`src/rtl/gam_edge_age_ctrl_pkg.sv`:
```
// rtl/gam_edge_age_ctrl_pkg.sv - shared GAM constants, connection type and edge-age FSM states
package gam_edge_age_ctrl_pkg;

  localparam int GAM_NODE_COUNT  = 50;
  localparam int GAM_CLASS_COUNT = 5;
  localparam int GAM_AGE_MAX     = 6;
  localparam int CLASS_W         = 3;
  localparam int NODE_W          = 6;
  localparam int AGE_W           = 32;

  typedef struct packed {
    logic             presence;
    logic [AGE_W-1:0] age;
  } single_node_connection_T;

  typedef enum logic [3:0] {
    ST_IDLE,
    ST_RD,
    ST_WAIT,
    ST_WR_FWD,
    ST_WR_REV,
    ST_NEXT,
    ST_LINK_FWD,
    ST_LINK_REV,
    ST_DONE
  } state_t;

  // Widened add so an all-ones age counts as expired instead of wrapping to zero.
  function automatic logic is_aged_out(input logic [AGE_W-1:0] age,
                                       input logic [AGE_W-1:0] limit);
    return ({1'b0, age} + {{AGE_W{1'b0}}, 1'b1}) > {1'b0, limit};
  endfunction

endpackage

```
`src/rtl/gam_edge_age_ctrl_if.sv`:
```
// rtl/gam_edge_age_ctrl_if.sv - connection-memory port between the edge-age controller and its external matrix
interface gam_edge_age_ctrl_if;
  import gam_edge_age_ctrl_pkg::*;

  logic               mem_en;
  logic               mem_we;
  logic [CLASS_W-1:0] mem_class;
  logic [NODE_W-1:0]  mem_row;
  logic [NODE_W-1:0]  mem_col;
  logic               mem_wpres;
  logic [AGE_W-1:0]   mem_wage;
  logic               mem_rpres;
  logic [AGE_W-1:0]   mem_rage;

  modport master (
    output mem_en, mem_we, mem_class, mem_row, mem_col, mem_wpres, mem_wage,
    input  mem_rpres, mem_rage
  );

  modport slave (
    input  mem_en, mem_we, mem_class, mem_row, mem_col, mem_wpres, mem_wage,
    output mem_rpres, mem_rage
  );

endinterface

```
`src/rtl/gam_edge_age_ctrl.sv`:
```
// rtl/gam_edge_age_ctrl.sv - ages every edge of winner n1, prunes expired ones, then links n1<->n2
module gam_edge_age_ctrl
  import gam_edge_age_ctrl_pkg::*;
#(
  parameter int NODE_COUNT  = GAM_NODE_COUNT,
  parameter int CLASS_COUNT = GAM_CLASS_COUNT,
  parameter int AGE_MAX     = GAM_AGE_MAX
) (
  input  logic               i_clk,
  input  logic               i_rst,
  input  logic               i_start,
  input  logic [CLASS_W-1:0] i_class_id,
  input  logic [NODE_W-1:0]  i_n1,
  input  logic [NODE_W-1:0]  i_n2,
  output logic               o_busy,
  output logic               o_done,
  output logic               o_err,
  output logic [NODE_W-1:0]  o_prune_cnt,
  gam_edge_age_ctrl_if.master mem
);

  localparam logic [NODE_W-1:0]  NODE_LAST  = NODE_W'(NODE_COUNT);
  localparam logic [CLASS_W-1:0] CLASS_LAST = CLASS_W'(CLASS_COUNT);
  localparam logic [AGE_W-1:0]   AGE_LIMIT  = AGE_W'(AGE_MAX);

  state_t                  r_state;
  state_t                  w_next_state;
  logic [CLASS_W-1:0]      r_class;
  logic [NODE_W-1:0]       r_n1;
  logic [NODE_W-1:0]       r_n2;
  logic [NODE_W-1:0]       r_j;
  logic [NODE_W-1:0]       r_prune_cnt;
  single_node_connection_T r_wdata;
  logic                    r_err;
  logic                    w_req_ok;
  logic                    w_aged_out;
  logic [AGE_W-1:0]        w_age_inc;

  assign w_req_ok = (i_class_id != '0) && (i_class_id <= CLASS_LAST) &&
                    (i_n1 != '0) && (i_n1 <= NODE_LAST) &&
                    (i_n2 != '0) && (i_n2 <= NODE_LAST) &&
                    (i_n1 != i_n2);

  assign w_aged_out = is_aged_out(mem.mem_rage, AGE_LIMIT);
  assign w_age_inc  = mem.mem_rage + AGE_W'(1);

  always_ff @(posedge i_clk) begin
    if (i_rst) begin
      r_state     <= ST_IDLE;
      r_class     <= '0;
      r_n1        <= '0;
      r_n2        <= '0;
      r_j         <= '0;
      r_prune_cnt <= '0;
      r_wdata     <= '0;
      r_err       <= 1'b0;
    end else begin
      r_state <= w_next_state;
      r_err   <= 1'b0;
      case (r_state)
        ST_IDLE: begin
          if (i_start) begin
            if (w_req_ok) begin
              r_class     <= i_class_id;
              r_n1        <= i_n1;
              r_n2        <= i_n2;
              r_j         <= NODE_W'(1);
              r_prune_cnt <= '0;
            end else begin
              r_err <= 1'b1;
            end
          end
        end
        ST_WAIT: begin
          r_wdata.presence <= ~w_aged_out;
          r_wdata.age      <= w_aged_out ? '0 : w_age_inc;
          // The n1-n2 edge is relinked right afterwards, so it never counts as pruned.
          if (mem.mem_rpres && w_aged_out && (r_j != r_n2))
            r_prune_cnt <= r_prune_cnt + NODE_W'(1);
        end
        ST_NEXT: r_j <= r_j + NODE_W'(1);
        default: ;
      endcase
    end
  end

  always_comb begin
    w_next_state  = r_state;
    mem.mem_en    = 1'b0;
    mem.mem_we    = 1'b0;
    mem.mem_class = '0;
    mem.mem_row   = '0;
    mem.mem_col   = '0;
    mem.mem_wpres = 1'b0;
    mem.mem_wage  = '0;
    case (r_state)
      ST_IDLE: begin
        if (i_start && w_req_ok) w_next_state = ST_RD;
      end
      ST_RD: begin
        if (r_j == r_n1) begin
          w_next_state = ST_NEXT;
        end else begin
          mem.mem_en    = 1'b1;
          mem.mem_class = r_class;
          mem.mem_row   = r_n1;
          mem.mem_col   = r_j;
          w_next_state  = ST_WAIT;
        end
      end
      ST_WAIT: w_next_state = mem.mem_rpres ? ST_WR_FWD : ST_NEXT;
      ST_WR_FWD: begin
        mem.mem_en    = 1'b1;
        mem.mem_we    = 1'b1;
        mem.mem_class = r_class;
        mem.mem_row   = r_n1;
        mem.mem_col   = r_j;
        mem.mem_wpres = r_wdata.presence;
        mem.mem_wage  = r_wdata.age;
        w_next_state  = ST_WR_REV;
      end
      ST_WR_REV: begin
        mem.mem_en    = 1'b1;
        mem.mem_we    = 1'b1;
        mem.mem_class = r_class;
        mem.mem_row   = r_j;
        mem.mem_col   = r_n1;
        mem.mem_wpres = r_wdata.presence;
        mem.mem_wage  = r_wdata.age;
        w_next_state  = ST_NEXT;
      end
      ST_NEXT: w_next_state = (r_j == NODE_LAST) ? ST_LINK_FWD : ST_RD;
      ST_LINK_FWD: begin
        mem.mem_en    = 1'b1;
        mem.mem_we    = 1'b1;
        mem.mem_class = r_class;
        mem.mem_row   = r_n1;
        mem.mem_col   = r_n2;
        mem.mem_wpres = 1'b1;
        w_next_state  = ST_LINK_REV;
      end
      ST_LINK_REV: begin
        mem.mem_en    = 1'b1;
        mem.mem_we    = 1'b1;
        mem.mem_class = r_class;
        mem.mem_row   = r_n2;
        mem.mem_col   = r_n1;
        mem.mem_wpres = 1'b1;
        w_next_state  = ST_DONE;
      end
      ST_DONE: w_next_state = ST_IDLE;
      default: w_next_state = ST_IDLE;
    endcase
  end

  assign o_busy      = (r_state != ST_IDLE);
  assign o_done      = (r_state == ST_DONE);
  assign o_err       = r_err;
  assign o_prune_cnt = r_prune_cnt;

endmodule

```
`src/flat_wrapper.sv`:
```
// flat-port wrapper written by rule: the top's interface ports become plain ports
module gam_edge_age_ctrl_flat import gam_edge_age_ctrl_pkg::*;
#(
  parameter int NODE_COUNT  = GAM_NODE_COUNT,
  parameter int CLASS_COUNT = GAM_CLASS_COUNT,
  parameter int AGE_MAX     = GAM_AGE_MAX
)
  (i_clk, i_rst, i_start, i_class_id, i_n1, i_n2, o_busy, o_done, o_err, o_prune_cnt, mem_mem_en, mem_mem_we, mem_mem_class, mem_mem_row, mem_mem_col, mem_mem_wpres, mem_mem_wage, mem_mem_rpres, mem_mem_rage);
  gam_edge_age_ctrl_if mem_i ();
  input  logic i_clk;
  input  logic i_rst;
  input  logic i_start;
  input  logic [CLASS_W-1:0] i_class_id;
  input  logic [NODE_W-1:0] i_n1;
  input  logic [NODE_W-1:0] i_n2;
  output logic o_busy;
  output logic o_done;
  output logic o_err;
  output logic [NODE_W-1:0] o_prune_cnt;
  output wire logic [$bits(mem_i.mem_en)-1:0] mem_mem_en;
  output wire logic [$bits(mem_i.mem_we)-1:0] mem_mem_we;
  output wire logic [$bits(mem_i.mem_class)-1:0] mem_mem_class;
  output wire logic [$bits(mem_i.mem_row)-1:0] mem_mem_row;
  output wire logic [$bits(mem_i.mem_col)-1:0] mem_mem_col;
  output wire logic [$bits(mem_i.mem_wpres)-1:0] mem_mem_wpres;
  output wire logic [$bits(mem_i.mem_wage)-1:0] mem_mem_wage;
  input wire logic [$bits(mem_i.mem_rpres)-1:0] mem_mem_rpres;
  input wire logic [$bits(mem_i.mem_rage)-1:0] mem_mem_rage;
  assign mem_mem_en = mem_i.mem_en;
  assign mem_mem_we = mem_i.mem_we;
  assign mem_mem_class = mem_i.mem_class;
  assign mem_mem_row = mem_i.mem_row;
  assign mem_mem_col = mem_i.mem_col;
  assign mem_mem_wpres = mem_i.mem_wpres;
  assign mem_mem_wage = mem_i.mem_wage;
  assign mem_i.mem_rpres = mem_mem_rpres;
  assign mem_i.mem_rage = mem_mem_rage;
  gam_edge_age_ctrl #(.NODE_COUNT(NODE_COUNT), .CLASS_COUNT(CLASS_COUNT), .AGE_MAX(AGE_MAX)) u_core (.i_clk(i_clk), .i_rst(i_rst), .i_start(i_start), .i_class_id(i_class_id), .i_n1(i_n1), .i_n2(i_n2), .o_busy(o_busy), .o_done(o_done), .o_err(o_err), .o_prune_cnt(o_prune_cnt), .mem(mem_i));
endmodule
```
`config.mk`:
```
export PLATFORM = sky130hd
export DESIGN_NAME = gam_edge_age_ctrl_flat
export DESIGN_NICKNAME = d
export VERILOG_FILES = /design/src/rtl/gam_edge_age_ctrl_pkg.sv /design/src/rtl/gam_edge_age_ctrl_if.sv /design/src/rtl/gam_edge_age_ctrl.sv /design/src/flat_wrapper.sv
export SDC_FILE = /design/constraint.sdc
export NUM_CORES = 1
export LEC_CHECK = 0
export ABC_AREA = 1
export BUFFER_PORTS_ARGS = -buffer_cell sky130_fd_sc_hd__clkbuf_2
export CAP_MARGIN = 15
export CORE_MARGIN = 5
export CORE_UTILIZATION = 55
export CTS_BUF_LIST = sky130_fd_sc_hd__clkbuf_8
export CTS_CLUSTER_DIAMETER = 150
export DETAILED_ROUTE_END_ITERATION = 10
export PLACE_DENSITY_LB_ADDON = 0.1
export SLEW_MARGIN = 20
export SYNTH_ARGS = -nofsm -noshare
export SYNTH_HDL_FRONTEND = slang
export SYNTH_SLANG_ARGS = --single-unit
```
`constraint.sdc`:
```
create_clock -name i_clk -period 2.45 [get_ports i_clk]
set_input_delay 0.3675 -clock i_clk [delete_from_list [all_inputs] [get_ports i_clk]]
set_output_delay 0.3675 -clock i_clk [all_outputs]
set_load 0.02 [all_outputs]
```
* Yosys cells after proc, flatten, opt, wreduce, memory -nomap -nowiden *
Cells that the tools add are included.

cells by class
  reduce and logical (&&, ||, !) cells = 25
  multiplexer cells = 25
  equality and inequality tests = 16
  $add $sub $neg = 4
  bitwise gates (word level) = 3
  $lt $le $gt $ge = 4

operators by type and width
  kind                                                    number
  two-way mux 32 bit                                      2
  case mux 6 bit (4 select lines)                         2
  two-way mux 6 bit                                       7
  adder 32 x 1 -> 33 bit (second input constant)          1
  > comparator 33 x 3 -> 1 bit (second input constant)    1
  adder 32 x 1 -> 32 bit (second input constant)          1
  case mux 4 bit (8 select lines)                         1
  case mux 6 bit (2 select lines)                         2
  equality test 4 x 3 -> 1 bit (second input constant)    4
  adder 6 x 1 -> 6 bit (second input constant)            2
  less-or-equal comparator 6 bit (second input constant)  2
  two-way mux 3 bit                                       4
  != test 6 bit                                           2
  nonzero test 6 bit                                      2
  logical AND 1 bit                                       9
  equality test 4 x 2 -> 1 bit (second input constant)    2
  OR reduction 2 bit                                      4
  equality test 6 bit                                     1
  equality test 6 bit (second input constant)             1
  != test 2 x 1 -> 1 bit (second input constant)          3
  case mux 3 bit (2 select lines)                         1
  AND reduction 3 bit                                     2
  equality test 4 x 1 -> 1 bit (second input constant)    1
  equality test 4 bit (second input constant)             1
  13 further kinds                                        19

storage, ports and cells
  input port bits = 51
  flip-flop bits (word level) = 65
  output and inout port bits = 59

* Longest topological paths before layout *
Gate-level depths: netlist (run 1).

  word-level depth = 10
  gate-level depth with buffers = 16
  mapped depth without buffers = 16

* Least setup slack after synthesis (run 1) *
No wires, ideal clock.

  kind = flip-flop to output port
  start = reg u_core.r_state[3]
  end = out mem_mem_class[0]
  cell stages (with the launch flop) = 10
  arrival time = 1.629 ns
  path buffers = 0
  path slack = 0.454 ns
  path through = dfxtp_1 > inv_1 > nand2_1 > nor2_1 > nor2_1 > inv_1 > nor2_1 > inv_1 > nor2_1 > nor2_1

on the way
  cells in the longest elaborated chain, start to end = 3
  elaborated cells between the ends (all ways) = 7
  those cells by class = 5 x eq/ne; 1 x mux; 1 x reduce/logical

ends and longest elaborated chain
  element                                                                       RTL line                 source
  start: declaration                                                            gam_edge_age_ctrl.sv:26  state_t r_state;
  start signal: assignment                                                      gam_edge_age_ctrl.sv:58  r_state <= w_next_state;
  equality test 4 x 2 -> 1 bit or equality test 4 x 3 -> 1 bit (tied branches)  gam_edge_age_ctrl.sv:96  case (r_state)
  OR reduction 4 bit (no line)                                                  n/a
  case mux 3 bit (2 select lines) (*)                                           gam_edge_age_ctrl.sv:96
  end: declaration                                                              flat_wrapper.sv:22       output wire logic [$bits(mem_i.mem_class)-1:0] mem_mem_class;

Every way passes the cells marked *; elsewhere a longest branch is shown, timed or not.

* Worst setup path after layout (run 1) *
  start = reg u_core.r_state[0]
  end = out mem_mem_row[5]

on the way
  cells in the longest elaborated chain, start to end = 3
  elaborated cells between the ends (all ways) = 7
  those cells by class = 5 x eq/ne; 1 x mux; 1 x reduce/logical

ends and longest elaborated chain
  element                                                                       RTL line                 source
  equality test 4 x 2 -> 1 bit or equality test 4 x 3 -> 1 bit (tied branches)  gam_edge_age_ctrl.sv:96
  OR reduction 2 bit (no line)                                                  n/a
  case mux 6 bit (4 select lines) (*)                                           gam_edge_age_ctrl.sv:96
  end: declaration                                                              flat_wrapper.sv:23       output wire logic [$bits(mem_i.mem_row)-1:0] mem_mem_row;

Marks and branches as above.

==> results of run 1 <==
-- cell type report --
class | instances | area share
Multi-Input combinational cell | 522 | 0.4871
Timing Repair Buffer | 118 | 0.1169
Clock inverter | 7 | 0.01981
Inverter | 111 | 0.07947
Sequential cell | 65 | 0.2487
Tap cell | 102 | 0.02434
Clock buffer | 9 | 0.02363
-- routing by layer --
metal  part of all wire  wire (um)
met1               0.47       5528
met2               0.44       5094
met3              0.077        898
met4              0.014        162
met5                  0          0
-- worst max-delay path, cell delays in order, from the launching register on --
cell      delay [ns]
dfxtp_1         0.39
inv_1           0.09
nor2_1          0.09
inv_1           0.05
nor2_1          0.13
nand2_1         0.09
o21ai_1         0.16
nor2_2          0.05
buf_4           0.16
o221ai_1        0.16
clkbuf_2        0.21
-- Yosys cell counts (all sizes together), types with 3 or more instances --
master    n
a21oi    35
o21a      3
nor3     39
clkbuf   17
xnor2     3
dfxtp    65
xor2     14
nand4    14
a22oi     6
nor2    143
inv     111
nand3    36
ha        5
o21ai    27
nand2   172
nand3b   10
o221ai    6
-- through the flow --
| step | instance area (um^2) | cells | setup WS (ns) |
|---|---|---|---|
| after floorplan | 4324 | 717 | 0.4539 |
| after global placement | 4980 | 917 | 0.1469 |
| after detailed placement | 4980 | 917 | 0.02931 |
| after CTS | 5216 | 933 | 0.003766 |
| after global routing | 5243 | 934 | 0.002626 |
| final | 5243 | 934 | 0.1573 |
-- cells by family (layout without fill, tap and decap cells) --
logic type      Yosys count  after routing  share of synthesized area
compound gates           83             83                     0.1097
xor+xnor                 17             17                    0.03443
flops                    65             65                     0.3009
buf+inv                 130            245                     0.1149
simple gates            417            417                     0.4256
fa+ha+maj                 5              5                    0.01447
-- power by group through the flow --
stage                     clock (uW)  combinational [uW]  sequential (uW)
after floorplan                    0                 883             1250
after global placement             0                1250             1260
after detailed placement           0                1270             1260
after CTS                       1050                1290             1240
after global routing            1090                1490             1250
final                           1030                1340             1240
-- sequential cells by signal, summed over array words and instances (netlist names) --
register and cells:
u_core.r_wdata 33, u_core.o_prune_cnt 6, u_core.r_j 6, u_core.r_n1 6, u_core.r_n2 6, u_core.r_state 4
u_core.r_class 3, u_core.o_err 1
-- final timing paths --
| check | start | slack (ns) | cells after the start | end |
|---|---|---|---|---|
| worst max-delay path | u_core.r_state[0] | 0.16 | 10 | mem_mem_row[5] |
| worst min-delay path | i_start | 0.27 | 3 | u_core.o_err |
| worst max register to register | u_core.r_state[2] | 0.47 | 14 | u_core.o_prune_cnt[1] |
| worst min register to register | u_core.r_wdata[6] | 0.44 | 2 | u_core.r_wdata[6] |
-- timing repair --
action | in CTS | in global routing
buffers inserted | 0 | 1
pin swaps | 1 | 1
endpoints found under the setup margin | 6 | 15
gates resized for setup | 4 | 10
==> results.py, run 1 <==
metrics = {
    "clock_tree": {
        "clk_pin_slew_ns": 0.08,
        "cts.root.buffer_cell": "clkbuf_8",
        "tritoncts.num_buffers": 9,
        "numClockSinks": 65,
        "post_cts_hold_buffer_count": 0,
        "htree_levels": 3,
        "clock_path_buffers": 2,
        "worst_skew_pair.late_latency_ns": 0.35,
        "clock_tree_from_tritoncts": "done",
    },
    "synth": {
        "synth.net_count": 773,
        "synth-edff-count": 0,
        "synth_warnings": 0,
        "synthDistinctLibCells": 35,
        "post-synth-top-area-cell": "dfxtp_1",
        "synth_area_leaders": "dfxtp_1 30%, nand2_1 14%, nor2_1 11%",
        "synthFlopType": "dfxtp_1",
        "netlist_area_um2": 4324,
        "async_reset_ff_frac": 0,
        "synthDominantCellAreaShare": 0.3009,
        "syn-instance-count": 717,
        "syn_area_per_cell_um2": 6.031,
        "ys_ff_latch": 65,
        "synth-seq-area-share": 0.3009,
    },
    "global_routing": {
        "grt_antenna_before_repair": 0,
        "grt_util_met1": 0.3275,
        "grt_max_degree": 42,
        "global_route.overflow_total": 0,
        "grt_util_met3": 0.05025,
        "groute.usage.overall": 0.2363,
        "groute.layer.met2.usage": 0.3703,
        "grt_pass1_vias": 4319,
        "top_usage_layer": "met2",
        "grt_first_pass_wirelength_um": 19490,
    },
    "placed_design": {
        "gpl.final_weighted_congestion": 0.9685,
        "portBuffers": 109,
        "placed_wire_length_estimate_um": 9247,
    },
    "floorplan": {
        "std_cell_core_area_um2": 7687,
        "initial_utilization": 0.5625,
        "io_pins": 110,
        "die_height_um": 98.67,
        "num_rows": 32,
        "floorplan.die_area_um2": 9736,
        "die_x_um": 98.67,
    },
    "routing": {
        "detail_routed_net_length_per_standard_cell_um": 12.51,
        "wl_um": 11680,
        "detailedRoute.firstIterationViolations": 282,
        "routed_via_density": 5.146,
        "drt_drc_violations_left": 0,
        "ant_nets": 0,
        "drt_first_pass_iters": 6,
        "num_vias": 4806,
    },
    "sta": {
        "max_slew_margin": 0.7125,
        "max_clock_freq_ghz": 0.4362,
        "fin_crit_sh": 0.9358,
        "finalCriticalPeriod_ns": 2.293,
        "total_setup_violations_reported_at_the_end_of_the_flow": 0,
        "timing.final.hold_violations": 0,
        "clock_skew_ns": 0.01047,
        "holdWs_ns": 0.2685,
        "setup-tns-final_ns": 0,
        "final_max_slew_viol_count": 0,
        "worst_margin_pin_slew_ns": 0.4313,
        "grt_setup_unrepaired": "false",
    },
    "layout": {
        "regArea_um2": 1304,
        "nFillCells": 736,
        "syn_to_final_growth_pct": 21.24,
        "layout_common_cells": "166 x nand2_1, 126 x nor2_1, 108 x clkbuf_2",
        "combined_area_of_the_multi_input_logic_cells_um2": 2554,
        "final_layout_size_suffix_gt1_frac": 0.2019,
        "insertedDiodeCount": 0,
        "nNetsFinal": 883,
        "finalCoreUtilization": 0.6820,
        "mostFrequentLayoutCell": "nand2_1",
    },
    "critical_path": {
        "critPathMaxFanout": 6,
        "worstPathArrival_ns": 1.93,
        "crit_path_class": "reg2out",
        "timing.critical_path.to_type": "output port",
        "critPathLaunchType": "flop",
        "required_ns": 2.08,
    },
    "run": {
        "cap_violations": 0,
    },
    "power_and_ir_drop": {
        "p_int_uw": 2140,
        "p_leak_uw": 0.002441,
        "p_seq_frac": 0.344,
        "power_switching_share": 0.4073,
        "power_switching_uw": 1470,
        "design_power_total_uw": 3610,
        "ir_worst_vdd_mv": 0.4340,
        "combinationalPowerShare": 0.370,
        "power.density_nw_per_um2": 688.7,
        "power_frac_clock": 0.285,
    },
    "outcome": {
        "outcome": "finished, final reports clean",
    },
    "hold_path": {
        "hold_path.class": "in2reg",
    },
}
No activity file was read; power rests on OpenSTA's default activity.
==> run 2: changes to the inputs <==
--- a/config.mk
+++ b/config.mk
@@ -8,7 +8,7 @@
 export ABC_AREA = 1
 export BUFFER_PORTS_ARGS = -buffer_cell sky130_fd_sc_hd__clkbuf_2
 export CAP_MARGIN = 15
-export CORE_MARGIN = 5
+export CORE_MARGIN = 2
 export CORE_UTILIZATION = 55
 export CTS_BUF_LIST = sky130_fd_sc_hd__clkbuf_8
 export CTS_CLUSTER_DIAMETER = 150
==> results.py, run 2 (synthesis results as in run 1) <==
metrics = {
    "routing": {
        "ant_nets": 0,
        "routed_via_density": 5.153,
        "detail_routed_net_length_per_standard_cell_um": 12.00,
        "drt_drc_violations_left": 0,
        "detailedRoute.firstIterationViolations": 204,
        "num_vias": 4803,
        "wl_um": 11180,
        "drt_first_pass_iters": 5,
    },
    "placed_design": {
        "placed_cells_incl_taps": 916,
        "gpl.final_weighted_congestion": 0.9900,
        "placed_wire_length_estimate_um": 8728,
        "post-place-ws_ns": 0.06506,
        "portBuffers": 109,
    },
    "global_routing": {
        "grt_max_degree": 42,
        "grt_pass1_vias": 4138,
        "global_route.overflow_total": 0,
        "groute.usage.overall": 0.2601,
        "grt_antenna_before_repair": 0,
        "grt_first_pass_wirelength_um": 18180,
    },
    "critical_path": {
        "critPathMaxFanout": 6,
        "rrSetupSlack_ns": 0.49,
        "worstSetupStartpoint": "u_core.r_j[5]",
        "timing.critical_path.cells": "inv_1 > nor2_1 > nor3_2 > nand4_1 > nand2_1 > o21ai_2 > nor2_4 > o221ai_1 > clkbuf_2",
        "regToRegStartpoint": "u_core.r_state[2]",
        "worstPathArrival_ns": 1.93,
        "cp_top_family": "simple AND/OR/NAND/NOR gates",
        "regToRegEndpoint": "u_core.o_prune_cnt[1]",
        "critPathLaunchType": "flop",
        "logic_depth_of_the_worst_register_to_register_path": 14,
        "timing.critical_path.to_type": "output port",
        "cp.buffers_inverters": 2,
        "required_ns": 2.08,
        "critPathMaxStageDelay_ns": 0.34,
        "crit_path_class": "reg2out",
        "crit_path_top_delay_cell": "dfxtp_1",
    },
    "clock_tree": {
        "post_cts.repair.setup_buffers": 0,
        "clock_tree_from_tritoncts": "done",
        "cts.root.buffer_cell": "clkbuf_8",
        "post_cts_hold_buffer_count": 0,
        "tritoncts.num_buffers": 9,
        "clock_path_buffers": 2,
        "numClockSinks": 65,
        "worst_skew_pair.late_latency_ns": 0.35,
        "clk_pin_slew_ns": 0.08,
        "htree_levels": 3,
    },
    "sta": {
        "total_setup_violations_reported_at_the_end_of_the_flow": 0,
        "worst_margin_pin_slew_ns": 0.5985,
        "max_clock_freq_ghz": 0.4356,
        "holdWs_ns": 0.2807,
        "timing.final.hold_violations": 0,
        "fin_crit_sh": 0.9371,
        "worst_setup_slack_final_ns": 0.1541,
        "max_slew_margin": 0.6005,
        "finalCriticalPeriod_ns": 2.296,
        "setup-tns-final_ns": 0,
        "clock_skew_ns": 0.01355,
        "final_max_slew_viol_count": 0,
    },
    "floorplan": {
        "std_cell_core_area_um2": 7687,
        "initial_utilization": 0.5625,
        "floorplan.die_area_um2": 8588,
        "die_height_um": 92.67,
        "io_pins": 110,
        "num_rows": 32,
        "die_x_um": 92.67,
    },
    "power_and_ir_drop": {
        "design_power_total_uw": 3440,
        "p_leak_uw": 0.002425,
        "power.density_nw_per_um2": 661.1,
        "ir_worst_vdd_mv": 0.3682,
    },
    "run": {
        "cap_violations": 0,
    },
    "layout": {
        "final_cell_count_no_fill": 932,
        "largest-register": "u_core.r_wdata",
        "layout_common_cells": "166 x nand2_1, 128 x nor2_1, 109 x inv_1",
        "insertedDiodeCount": 0,
        "nNetsFinal": 881,
        "final_layout_size_suffix_gt1_frac": 0.1964,
        "syn_to_final_growth_pct": 20.31,
        "mostFrequentLayoutCell": "nand2_1",
        "largest_reg_flops": 33,
    },
    "hold_path": {
        "hold_path.class": "in2reg",
        "timing.hold.worst_endpoint": "u_core.o_err",
        "worstHoldStart": "i_start",
        "hold-path-cell-count": 3,
    },
    "outcome": {
        "outcome": "finished, final reports clean",
    },
}
-- run 2: layout make-up --
cell class	count	area, um^2
clock buffer	9	123.9
clock inverter	7	71.32
fill	706	2485
inverter	111	416.7
multi-input combinational	522	2562
sequential	65	1303
tap	102	127.6
timing repair buffer	116	598.1
-- run 2: where the power goes --
group	leakage [uW]	internal, uW	switching [uW]
logic	0.00180	399	909
clock network	0.0000970	469	421
registers	0.000527	1150	90.3
-- run 2: per-layer routing --
metal,GRT usage,up-vias,wire (um)
li1,-,2485,-
met1,0.3572,2129,5367
met2,0.4088,167,4888
met3,0.04963,22,722
met4,0.09314,0,205
met5,0,-,0
-- run 2: worst max path at each step --
stage,endpoint,slack (ns),depth (start not counted)
floorplan,mem_mem_class[0],0.45,9
global placement,u_core.o_prune_cnt[1],0.15,17
detailed placement,u_core.o_prune_cnt[1],0.07,17
CTS,mem_mem_row[5],0.02,9
global route,mem_mem_class[2],-0.03,9
finish,mem_mem_row[4],0.15,9
-- run 2: through the flow --
step | util | area, um^2
2_1_floorplan | - | 4324
3_3_place_gp | 0.6468 | 4972
3_5_place_dp | 0.6468 | 4972
4_1_cts | 0.6727 | 5171
5_1_grt | 0.6768 | 5202
6_report | 0.6768 | 5202
-- run 2: repair_timing --
item                       CTS  global route
pin swaps                    0             1
gates resized for setup      2            10
setup endpoints to repair    6            15
-- run 2: worst register-to-register path, stage by stage (launching register included) --
cell     delay [ns]
dfxtp_1        0.34
nor2_1         0.15
nand2_1        0.10
nor2_2         0.13
nand3_1        0.10
nor2_1         0.13
nand3_1        0.08
nor2_1         0.10
nand2_1        0.07
nor2_2         0.11
nand3_2        0.20
nand2_2        0.17
nand2_1        0.06
nand2_1        0.07
nor2_2         0.03
==> run 3: changes to the inputs <==
--- a/config.mk
+++ b/config.mk
@@ -5,15 +5,14 @@
 export SDC_FILE = /design/constraint.sdc
 export NUM_CORES = 1
 export LEC_CHECK = 0
-export ABC_AREA = 1
 export BUFFER_PORTS_ARGS = -buffer_cell sky130_fd_sc_hd__clkbuf_2
 export CAP_MARGIN = 15
 export CORE_MARGIN = 2
-export CORE_UTILIZATION = 55
-export CTS_BUF_LIST = sky130_fd_sc_hd__clkbuf_8
+export CORE_UTILIZATION = 54
+export CTS_BUF_LIST = sky130_fd_sc_hd__clkbuf_4
 export CTS_CLUSTER_DIAMETER = 150
 export DETAILED_ROUTE_END_ITERATION = 10
-export PLACE_DENSITY_LB_ADDON = 0.1
+export PLACE_DENSITY_LB_ADDON = 0.2
 export SLEW_MARGIN = 20
 export SYNTH_ARGS = -nofsm -noshare
 export SYNTH_HDL_FRONTEND = slang
==> results.py, run 3 <==
metrics = {
    "outcome": {
        "outcome": "finished, violations left",
        "failing_checks": "negative setup slack",
    },
    "clock_tree": {
        "tritoncts.num_buffers": 9,
        "numClockSinks": 65,
        "cts.root.buffer_cell": "clkbuf_4",
        "clk_pin_slew_ns": 0.10,
        "htree_levels": 3,
        "worst_skew_pair.late_latency_ns": 0.41,
        "clock_path_buffers": 2,
        "clock_tree_from_tritoncts": "done",
    },
    "hold_path": {
        "timing.hold.worst_endpoint": "u_core.r_class[0]",
        "hold_path.class": "in2reg",
        "hold-path-cell-count": 3,
        "worstHoldStart": "i_class_id[0]",
    },
    "routing": {
        "drt_first_pass_iters": 6,
        "routed_via_density": 5.587,
        "wl_met1_um": 4705,
        "highest_layer": "met4",
        "met3WireLength_um": 888,
        "num_vias": 4224,
        "routed-wl-met2_um": 5206,
        "ant_nets": 0,
        "drt_drc_violations_left": 0,
        "detailedRoute.firstIterationViolations": 418,
        "wl_um": 11010,
        "detail_routed_net_length_per_standard_cell_um": 14.56,
    },
    "synth": {
        "synthDominantCellAreaShare": 0.3315,
        "syn_area_per_cell_um2": 8.229,
        "async_reset_ff_frac": 0,
        "synth_warnings": 0,
        "synthDistinctLibCells": 59,
        "synth_area_leaders": "dfxtp_1 33%, and2_1 11%, mux2i_1 5.1%",
        "syn-instance-count": 477,
        "yosysMostFrequentCell": "and2_1",
        "synthFlopType": "dfxtp_1",
        "synth-seq-area-share": 0.3315,
        "synth-edff-count": 0,
        "ys_ff_latch": 65,
        "leading_post_synthesis_cells_by_instance_count": "68 x and2_1, 65 x dfxtp_1, 49 x nor2_1, 24 x nand2_1, 22 x clkbuf_1",
        "netlist_area_um2": 3925,
        "synth.net_count": 533,
        "post-synth-top-area-cell": "dfxtp_1",
    },
    "sta": {
        "grt_setup_unrepaired": "true",
        "worst_setup_slack_final_ns": -0.4716,
        "total_setup_violations_reported_at_the_end_of_the_flow": 18,
        "max_slew_margin": 0.4793,
        "max_clock_freq_ghz": 0.3423,
        "final_max_slew_viol_count": 0,
        "clock_skew_ns": 0.01096,
        "worst_margin_pin_slew_ns": 0.7702,
        "fin_crit_sh": 1.193,
        "finalCriticalPeriod_ns": 2.922,
        "timing.final.hold_violations": 0,
    },
    "floorplan": {
        "die_height_um": 89.26,
        "floorplan.die_area_um2": 7966,
        "num_rows": 31,
        "std_cell_core_area_um2": 7137,
        "io_pins": 110,
        "initial_utilization": 0.5500,
        "die_x_um": 89.26,
    },
    "power_and_ir_drop": {
        "combinationalPowerShare": 0.244,
        "p_int_uw": 1705,
        "power_frac_clock": 0.296,
        "ir_worst_vdd_mv": 0.3065,
        "power_switching_share": 0.2868,
        "power.density_nw_per_um2": 445.2,
        "p_leak_uw": 0.002586,
        "power_switching_uw": 685.5,
        "p_seq_frac": 0.460,
        "design_power_total_uw": 2390,
    },
    "critical_path": {
        "timing.critical_path.to_type": "output port",
        "timing.critical_path.cells": "xor2_1 > nor4_1 > buf_4 > nand3_4 > nor2_4 > nor2_2 > or2_4 > a222oi_1 > inv_1 > clkbuf_8",
        "worstPathArrival_ns": 2.55,
        "cp.buffers_inverters": 3,
        "rrSetupSlack_ns": -0.18,
        "worstSetupStartpoint": "u_core.r_n1[5]",
        "crit_path_top_delay_cell": "a222oi_1",
        "instance_count_on_the_critical_path": 10,
        "cp_top_family": "simple AND/OR/NAND/NOR gates",
        "critPathMaxStageDelay_ns": 0.38,
        "crit_path_class": "reg2out",
        "regToRegStartpoint": "u_core.r_n1[5]",
        "regToRegEndpoint": "u_core.r_state[0]",
        "critPathMaxFanout": 6,
        "logic_depth_of_the_worst_register_to_register_path": 18,
        "critPathLaunchType": "flop",
        "required_ns": 2.08,
    },
    "layout": {
        "largest_reg_flops": 33,
        "nNetsFinal": 708,
        "syn_to_final_growth_pct": 36.79,
        "final_layout_size_suffix_gt1_frac": 0.3714,
        "mostFrequentLayoutCell": "clkbuf_2",
        "layout_common_cells": "93 x clkbuf_2, 82 x buf_4, 66 x and2_1",
        "finalCoreUtilization": 0.7523,
        "largest-register": "u_core.r_wdata",
        "insertedDiodeCount": 0,
    },
    "placed_design": {
        "placed_wire_length_estimate_um": 8066,
        "gpl.final_weighted_congestion": 0.9117,
        "portBuffers": 109,
        "post-place-ws_ns": -0.2402,
    },
    "global_routing": {
        "grt_antenna_before_repair": 0,
        "grt_first_pass_wirelength_um": 17260,
        "global_route.overflow_total": 0,
        "groute.usage.overall": 0.2728,
        "grt_max_degree": 30,
        "grt_pass1_vias": 3796,
    },
    "run": {
        "cap_violations": 0,
    },
}
-- run 3: timing repair --
item / CTS / global route
pin swaps: 16 / 21
setup buffers: 9 / 3
resized for setup: 11 / 33
hold buffers: 0 / 0
setup endpoints to repair: 47 / 55
endpoints found under the hold margin: 0 / 0
-- run 3: power by group through the flow --
stage	Clock (uW)	Combinational [uW]	Sequential (uW)
2_1_floorplan	0	243	1120
3_3_place_gp	0	445	1120
3_5_place_dp	0	458	1120
4_1_cts	726	527	1100
5_1_grt	772	623	1100
6_report	707	583	1100
-- run 3: cell families (layout without fill, tap and decap cells) --
logic type / Yosys count / in the layout / share of synthesized area
buffers and inverters: 46 / 226 / 0.04909
flip-flops: 65 / 65 / 0.3315
multiplexers: 20 / 20 / 0.05100
AND/OR/NAND/NOR: 233 / 233 / 0.3395
AO/OA/AOI/OAI: 81 / 81 / 0.1527
XOR/XNOR: 27 / 27 / 0.06025
adder cells (fa/ha/maj): 5 / 5 / 0.01594
-- run 3: layer usage --
metal,vias to the layer above,GRT usage
met5,-,0
met4,0,0.06649
met3,27,0.06741
met2,202,0.4438
met1,1927,0.3654
li1,2068,-
-- run 3: how the worst max path moves through the flow --
| stage | endpoint |
|---|---|
| after floorplan | u_core.o_prune_cnt[3] |
| after global placement | u_core.o_prune_cnt[3] |
| after detailed placement | u_core.o_prune_cnt[3] |
| after CTS | mem_mem_row[1] |
| after global routing | mem_mem_row[1] |
| final | mem_mem_row[1] |
-- run 3: worst min-delay path, stage by stage --
cell	delay, ns
clkbuf_2	0.09
mux2i_1	0.06
nor2_1	0.08
-- run 3: layout make-up --
type,count,area (um^2)
repair buffers,193,1232
flip-flops and latches,65,1306
fillers,592,1768
clock buffers,12,90.09
well taps,99,123.9
clock inverters,4,43.79
multi-input cells,366,2509
inverters,17,63.81
-- run 3: through the flow --
stage	TNS (ns)	instance area (um^2)	hold slack (ns)	instances
final	-5.127	5369	0.2248	756
after detailed placement	-1.743	5044	0.4356	728
after global placement	-0.6755	5041	0.4328	728
after global routing	-7.899	5369	0.2241	756
after floorplan	-0.008519	3963	0.4209	477
after CTS	-4.054	5278	0.1939	753
